==> config.mk <==
export PLATFORM = sky130hd
export DESIGN_NAME = serial_adder
export DESIGN_NICKNAME = d
export VERILOG_FILES = /design/src/rtl/serial_adder.sv
export SDC_FILE = /design/constraint.sdc
export NUM_CORES = 1
export LEC_CHECK = 0
export CORE_AREA = 2 2 59 61
export DETAILED_ROUTE_END_ITERATION = 8
export DIE_AREA = 0 0 61 63
export GPL_TIMING_DRIVEN = 1
export PLACE_DENSITY_LB_ADDON = 0.1
export SLEW_MARGIN = 25
export SYNTH_ARGS = -nofsm -noshare
export SYNTH_HDL_FRONTEND = slang
export SYNTH_SLANG_ARGS = --single-unit
==> constraint.sdc <==
create_clock -name clk -period 3.25 [get_ports clk]
set_input_delay 0.4875 -clock clk [delete_from_list [all_inputs] [get_ports clk]]
set_output_delay 0.4875 -clock clk [all_outputs]
set_load 0.05 [all_outputs]
==> src/rtl/serial_adder.sv <==
// Bit-serial adder: one full-add per clock, LSB first, through a 1-bit carry register.
// A result appears on sum/cout only when the last bit has been added; done pulses for one cycle.
module serial_adder #(
    parameter int WIDTH = 8
) (
    input  logic             clk,
    input  logic             rst,
    input  logic             start,
    input  logic [WIDTH-1:0] a,
    input  logic [WIDTH-1:0] b,
    input  logic             cin,
    output logic             busy,
    output logic             done,
    output logic [WIDTH-1:0] sum,
    output logic             cout
);
    localparam int CW = $clog2(WIDTH + 1);

    typedef enum logic [1:0] {IDLE, RUN, DONE} state_t;

    state_t           state_reg, state_next;
    logic [WIDTH-1:0] a_reg, a_next;
    logic [WIDTH-1:0] b_reg, b_next;
    logic [WIDTH-1:0] res_reg, res_next;
    logic [WIDTH-1:0] sum_reg, sum_next;
    logic             carry_reg, carry_next;
    logic             cout_reg, cout_next;
    logic             busy_reg, busy_next;
    logic             done_reg, done_next;
    logic [CW-1:0]    cnt_reg, cnt_next;

    logic sum_bit;
    logic carry_bit;
    logic last_bit;

    assign sum_bit   = a_reg[0] ^ b_reg[0] ^ carry_reg;
    assign carry_bit = (a_reg[0] & b_reg[0]) | (carry_reg & (a_reg[0] ^ b_reg[0]));
    assign last_bit  = (cnt_reg == CW'(WIDTH - 1));

    always_comb begin
        state_next = state_reg;
        a_next     = a_reg;
        b_next     = b_reg;
        res_next   = res_reg;
        sum_next   = sum_reg;
        carry_next = carry_reg;
        cout_next  = cout_reg;
        busy_next  = busy_reg;
        done_next  = 1'b0;
        cnt_next   = cnt_reg;
        case (state_reg)
            IDLE: begin
                if (start) begin
                    a_next     = a;
                    b_next     = b;
                    carry_next = cin;
                    res_next   = '0;
                    cnt_next   = '0;
                    busy_next  = 1'b1;
                    state_next = RUN;
                end
            end
            RUN: begin
                a_next     = a_reg >> 1;
                b_next     = b_reg >> 1;
                carry_next = carry_bit;
                res_next   = {sum_bit, res_reg[WIDTH-1:1]};
                cnt_next   = cnt_reg + CW'(1);
                if (last_bit) begin
                    // The shifted-in final bit completes the result in the same edge.
                    sum_next   = {sum_bit, res_reg[WIDTH-1:1]};
                    cout_next  = carry_bit;
                    busy_next  = 1'b0;
                    done_next  = 1'b1;
                    state_next = DONE;
                end
            end
            DONE: begin
                state_next = IDLE;
            end
            default: begin
                state_next = IDLE;
                busy_next  = 1'b0;
            end
        endcase
    end

    always_ff @(posedge clk) begin
        if (rst) begin
            state_reg <= IDLE;
            a_reg     <= '0;
            b_reg     <= '0;
            res_reg   <= '0;
            sum_reg   <= '0;
            carry_reg <= 1'b0;
            cout_reg  <= 1'b0;
            busy_reg  <= 1'b0;
            done_reg  <= 1'b0;
            cnt_reg   <= '0;
        end else begin
            state_reg <= state_next;
            a_reg     <= a_next;
            b_reg     <= b_next;
            res_reg   <= res_next;
            sum_reg   <= sum_next;
            carry_reg <= carry_next;
            cout_reg  <= cout_next;
            busy_reg  <= busy_next;
            done_reg  <= done_next;
            cnt_reg   <= cnt_next;
        end
    end

    assign busy = busy_reg;
    assign done = done_reg;
    assign sum  = sum_reg;
    assign cout = cout_reg;
endmodule

Word-level counts from Yosys, hierarchy flattened
Cells that the tools add are included.
- bitwise gates (word level): 7
- $add $sub $neg: 1
- reductions and logical operators: 7
- equal/unequal tests: 5
- mux-type cells: 17
- operator list (cell ; count):
    case mux 8 bit (2 select lines) ; 3
    2-to-1 mux 8 bit ; 3
    case mux 4 bit (2 select lines) ; 1
    AND reduction 2 bit ; 3
    adder 4 x 1 -> 4 bit, second input constant ; 1
    == test 4 x 3 -> 1 bit, second input constant ; 1
    2-to-1 mux 1 bit ; 4
    2-to-1 mux 2 bit ; 2
    2-to-1 mux 4 bit ; 1
    inequality test 2 bit, second input constant ; 2
    case mux 2 bit (2 select lines) ; 1
    case mux 1 bit (3 select lines) ; 1
    AND reduction 3 bit ; 1
    AND 1 bit ; 2
    == test 2 x 1 -> 1 bit, second input constant ; 1
    == test 2 bit, second input constant ; 1
    zero test 2 bit ; 1
    NOT 1 bit ; 2
    case mux 1 bit (2 select lines) ; 1
    nonzero test 2 bit ; 1
    OR reduction 2 bit ; 1
    XOR 1 bit ; 2
    OR 1 bit ; 1
- input port bits: 20
- bits in registers: 42
- output and inout bits: 11
- word-level logic and storage cells: 47

Longest topological paths before layout
- depth in word-level cells: 4
- depth in mapped cells: 5
- depth with buffers taken out: 4

Worst setup path before layout
No wires, ideal clock.
- path type: input to register
- from: input start
- to: register b_reg[3]
- setup time: 0.136 ns
- required time: 3.114 ns
- arrival: 1.174 ns
- path slack: 1.940 ns
- stages: 5
- path buffers: 2
- cell sequence: buf_2 o21ba_2 buf_2 nor2_1 a211oi_2
- word-level cells in the longest chain between the ends: 2
- ends and longest elaborated chain (element ; line ; source):
    start: declaration ; 8 ; input logic start,
    inequality test 2 bit (no line) ; -- ;
    AND reduction 2 bit (no line) ; -- ;
    end signal: assignment ; 103 ; b_reg <= b_next;
    end: declaration ; 23 ; logic [WIDTH-1:0] b_reg, b_next;
No other way between the ends.
A chain may end at the register's enable or synchronous reset.

Worst setup path after layout
- from: register busy_reg, in the netlist busy
- to: output busy
- RTL lines (element ; line ; source):
    start: declaration ; 28 ; logic busy_reg, busy_next;
    start signal: assignment ; 108 ; busy_reg <= busy_next;
    end: declaration ; 12 ; output logic busy,
No word-level cell between the ends.

==> results by group <==
Clocking
  – Clk buf depth: 2
  – PostCTS Resize Cnt: 0
  – Number of buffers added for setup after CTS: 0
  – H-tree depth: 2
  – Worst-path clk slew: 130 ps
  – CTS Root Cell: clkbuf_4
  – TritonCTS clock tree: yes
  – Worst-Skew Late Latency: 360 ps
  – Cts hold-fix bufs: 0
  – CTS sink cnt: 41
  – CTS Buf Count: 5

Power
  – Final Power: 0.997 mW
  – Clock network fraction of total power: 33.5%
  – Cell Pwr Density: 478 mW/mm^2
  – Sequential share of power: 54.2%
  – Leakage power: 0.731 nW
  – P_sw: 0.252 mW
  – Internal Power: 0.745 mW
  – Max rail drop VDD: 0.000359 V
  – Comb pwr share: 12.3%
  – Sw Share: 25.3%

GRT
  – Vias in the first global route: 1,368
  – Gr usage total: 21.8%
  – Largest net degree at the start of global routing: 42
  – First-pass GRT wire length: 6370 um
  – GRT overflow: 0
  – Initial antenna violation count: 0

Finish
  – Synth-to-layout area growth: 21.9%
  – # diodes: 0
  – Fraction of layout cells with a size suffix above 1: 6.91%
  – Filler cells: 301
  – Nets@finish: 238

Floorplanning
  – Die Span Y: 63 um
  – Total core area: 0.00323 mm^2
  – Num rows: 21
  – Die ar.: 0.00384 mm^2
  – Die width: 61 um
  – Initial Util: 53.0%
  – I/O Pins: 31

Routing
  – Via count: 1,483
  – Starting DRT DRC Count: 95
  – Drt wl/cell: 13.8 um
  – Post-Route WL: 3640 um
  – Vias/cell: 5.64
  – DR DRC count: 0
  – Initial DRT Pass Iterations: 4
  – Antenna violation net count after detailed routing: 0

Setup path
  – RR Endpoint: cnt_reg[3]
  – Reg2Reg Depth: 4
  – WP data required: 2760 ps
  – Max Fanout on Critical Path: 3
  – Critical Path Source Type: flip-flop
  – CP arrival: 1560 ps
  – Setup crit end: busy
  – Reg-to-reg startpoint: state_reg[0]
  – CP peak stage delay: 820 ps
  – Worst Setup End Kind: output pin
  – Buffers and inverters on the worst path: 1
  – WS Path Type: flip-flop to output pin
  – Slowest cell on crit path: clkdlybuf4s50_1
  – Largest delay contributor family on the critical path: buffers and inverters
  – Worst setup path startpoint: busy
  – Flop-to-flop setup slack: 1710 ps
  – CP Depth: 1
  – CP cell instances: clkdlybuf4s50_1

Synth
  – Simple-gate share of the synthesized area: 16.4%
  – Mean Syn Cell Area: 8.82 um^2
  – Synth Area in Compound Gates: 27.4%
  – Syn. warnings: 0
  – Synth Register Bits: 41
  – Distinct cells, synth: 30
  – Multiplexer area fraction after synthesis: 0.585%
  – Syn Inst Count: 194
  – XOR/XNOR share of the synthesized area: 0%
  – Async set-reset flop share out of synthesis: 0%
  – Post-synth EDFFs: 0
  – Register area share after synthesis: 48.0%
  – Netlist area before placement: 0.00171 mm^2
  – Post-Syn Nets: 216
  – Synth Flop Type: dfxtp_1
  – Main combinational cell family by area after synthesis: compound AO/OA/AOI/OAI gates
  – Adder-Cell Fraction of Synth Area: 1.90%

Timing
  – Final hold vios: 0
  – Worst slew pin tran: 636 ps
  – TNS Setup: 0 ps
  – Fin crit share: 63.1%
  – Clock Skew: 11.5 ps
  – Maximum clock frequency: 0.487 GHz
  – Relative slew slack: 57.4%
  – # setup viols final: 0
  – Max Slew Vio Count: 0
  – Post-layout minimum cycle time: 2050 ps
  – RSZ-0062 raised after global routing: false

Hold path
  – Hold/Removal Path Class: flip-flop to flip-flop

Outcome
  – Status: finished clean

Run
  – MaxCap Viol Count: 0

Placement
  – HPWL Detailed: 2390 um
  – RD Place Congestion: 0.710
  – PortBufs: 30
[worst register-to-register path, cell delays in order, from the launching register on]
cell and delay [ps]:
dfxtp_1 340, buf_4 250, nand2b_1 290, or3_1 430, a31oi_1 170
[logic make-up (layout without fill, tap and decap cells)]
kind of cell	after synthesis	in the layout
AOI/OAI and AO/OA	66	66
and+or+nand+nor	64	64
DFF	41	41
buffers and inverters	20	43
adders and majority gates	2	2
muxes	1	1
[through the flow]
step	instances	instance area, um^2	setup slack (ps)	utilization [%]	hold WS [ps]
2_1_floorplan	194	1710	1940	-	444
6_report	263	2090	1200	64.6	481
3_5_place_dp	255	2000	1280	61.9	468
5_1_grt	263	2090	1140	64.6	515
3_3_place_gp	255	2000	1320	61.9	455
4_1_cts	263	2080	1180	64.5	484
[power groups by stage]
stage          sequential (mW)  clock (mW)  combinational [mW]
4_1_cts                  0.540       0.345               0.123
2_1_floorplan            0.552           0              0.0809
3_5_place_dp             0.551           0               0.123
3_3_place_gp             0.550           0               0.120
6_report                 0.540       0.334               0.123
5_1_grt                  0.544       0.372               0.137
[cell type report]
cell class	instances	area, um^2	area share, %
inverter	2	7.51	0.360
multi-input combinational	133	795	38.1
sequential	41	821	39.3
clock buffer	5	37.5	1.80
clock inverter	3	46.3	2.22
timing repair buffer	33	323	15.5
tap	46	57.6	2.76
[cells in the mapped netlist, types with 2 or more instances]
| library cell | instances | area (um^2) |
|---|---|---|
| dfxtp_1 | 41 | 821 |
| nor2_1 | 39 | 146 |
| a211oi_1 | 15 | 113 |
| o2bb2ai_1 | 13 | 114 |
| a21oi_1 | 12 | 60.1 |
| nand3_1 | 12 | 60.1 |
| a22oi_1 | 10 | 75.1 |
| o21ai_0 | 9 | 45.0 |
| clkbuf_1 | 8 | 30.0 |
| buf_2 | 7 | 35.0 |
| nand2_1 | 4 | 15.0 |
| buf_4 | 2 | 15.0 |
| inv_1 | 2 | 7.51 |
| nand2b_1 | 2 | 12.5 |
| nor3_1 | 2 | 10.0 |
| o22ai_1 | 2 | 12.5 |
[layer usage]
metal  vias to the layer above  global-route usage (%)  wire (um)
met1                       702                    30.4       1720
met2                        31                    32.3       1660
met4                         0                    7.88         81
met3                         7                    5.59        181
met5                         -                       0          0
li1                        743                       -          -
[worst min path at each step]
stage                from     end  cells after the start
6_report           sum[5]  sum[5]                      2
5_1_grt            sum[2]  sum[2]                      2
4_1_cts        res_reg[1]  sum[0]                      2
3_5_place_dp       sum[5]  sum[5]                      2
3_3_place_gp   res_reg[1]  sum[0]                      2
2_1_floorplan  res_reg[1]  sum[0]                      2
[cells in the final DEF (no fill, tap or decap), types with 2 or more instances in the layout]
cell type	count
a21oi_1	12
inv_1	2
o2bb2ai_1	13
clkdlybuf4s50_1	30
o22ai_1	2
nand2_1	4
nand2b_1	2
nor3_1	2
a22oi_1	10
a211oi_1	15
clkbuf_4	5
nand3_1	12
nor2_1	39
buf_4	3
o21ai_0	9
dfxtp_1	41
Power figures use the tool's default switching activity.
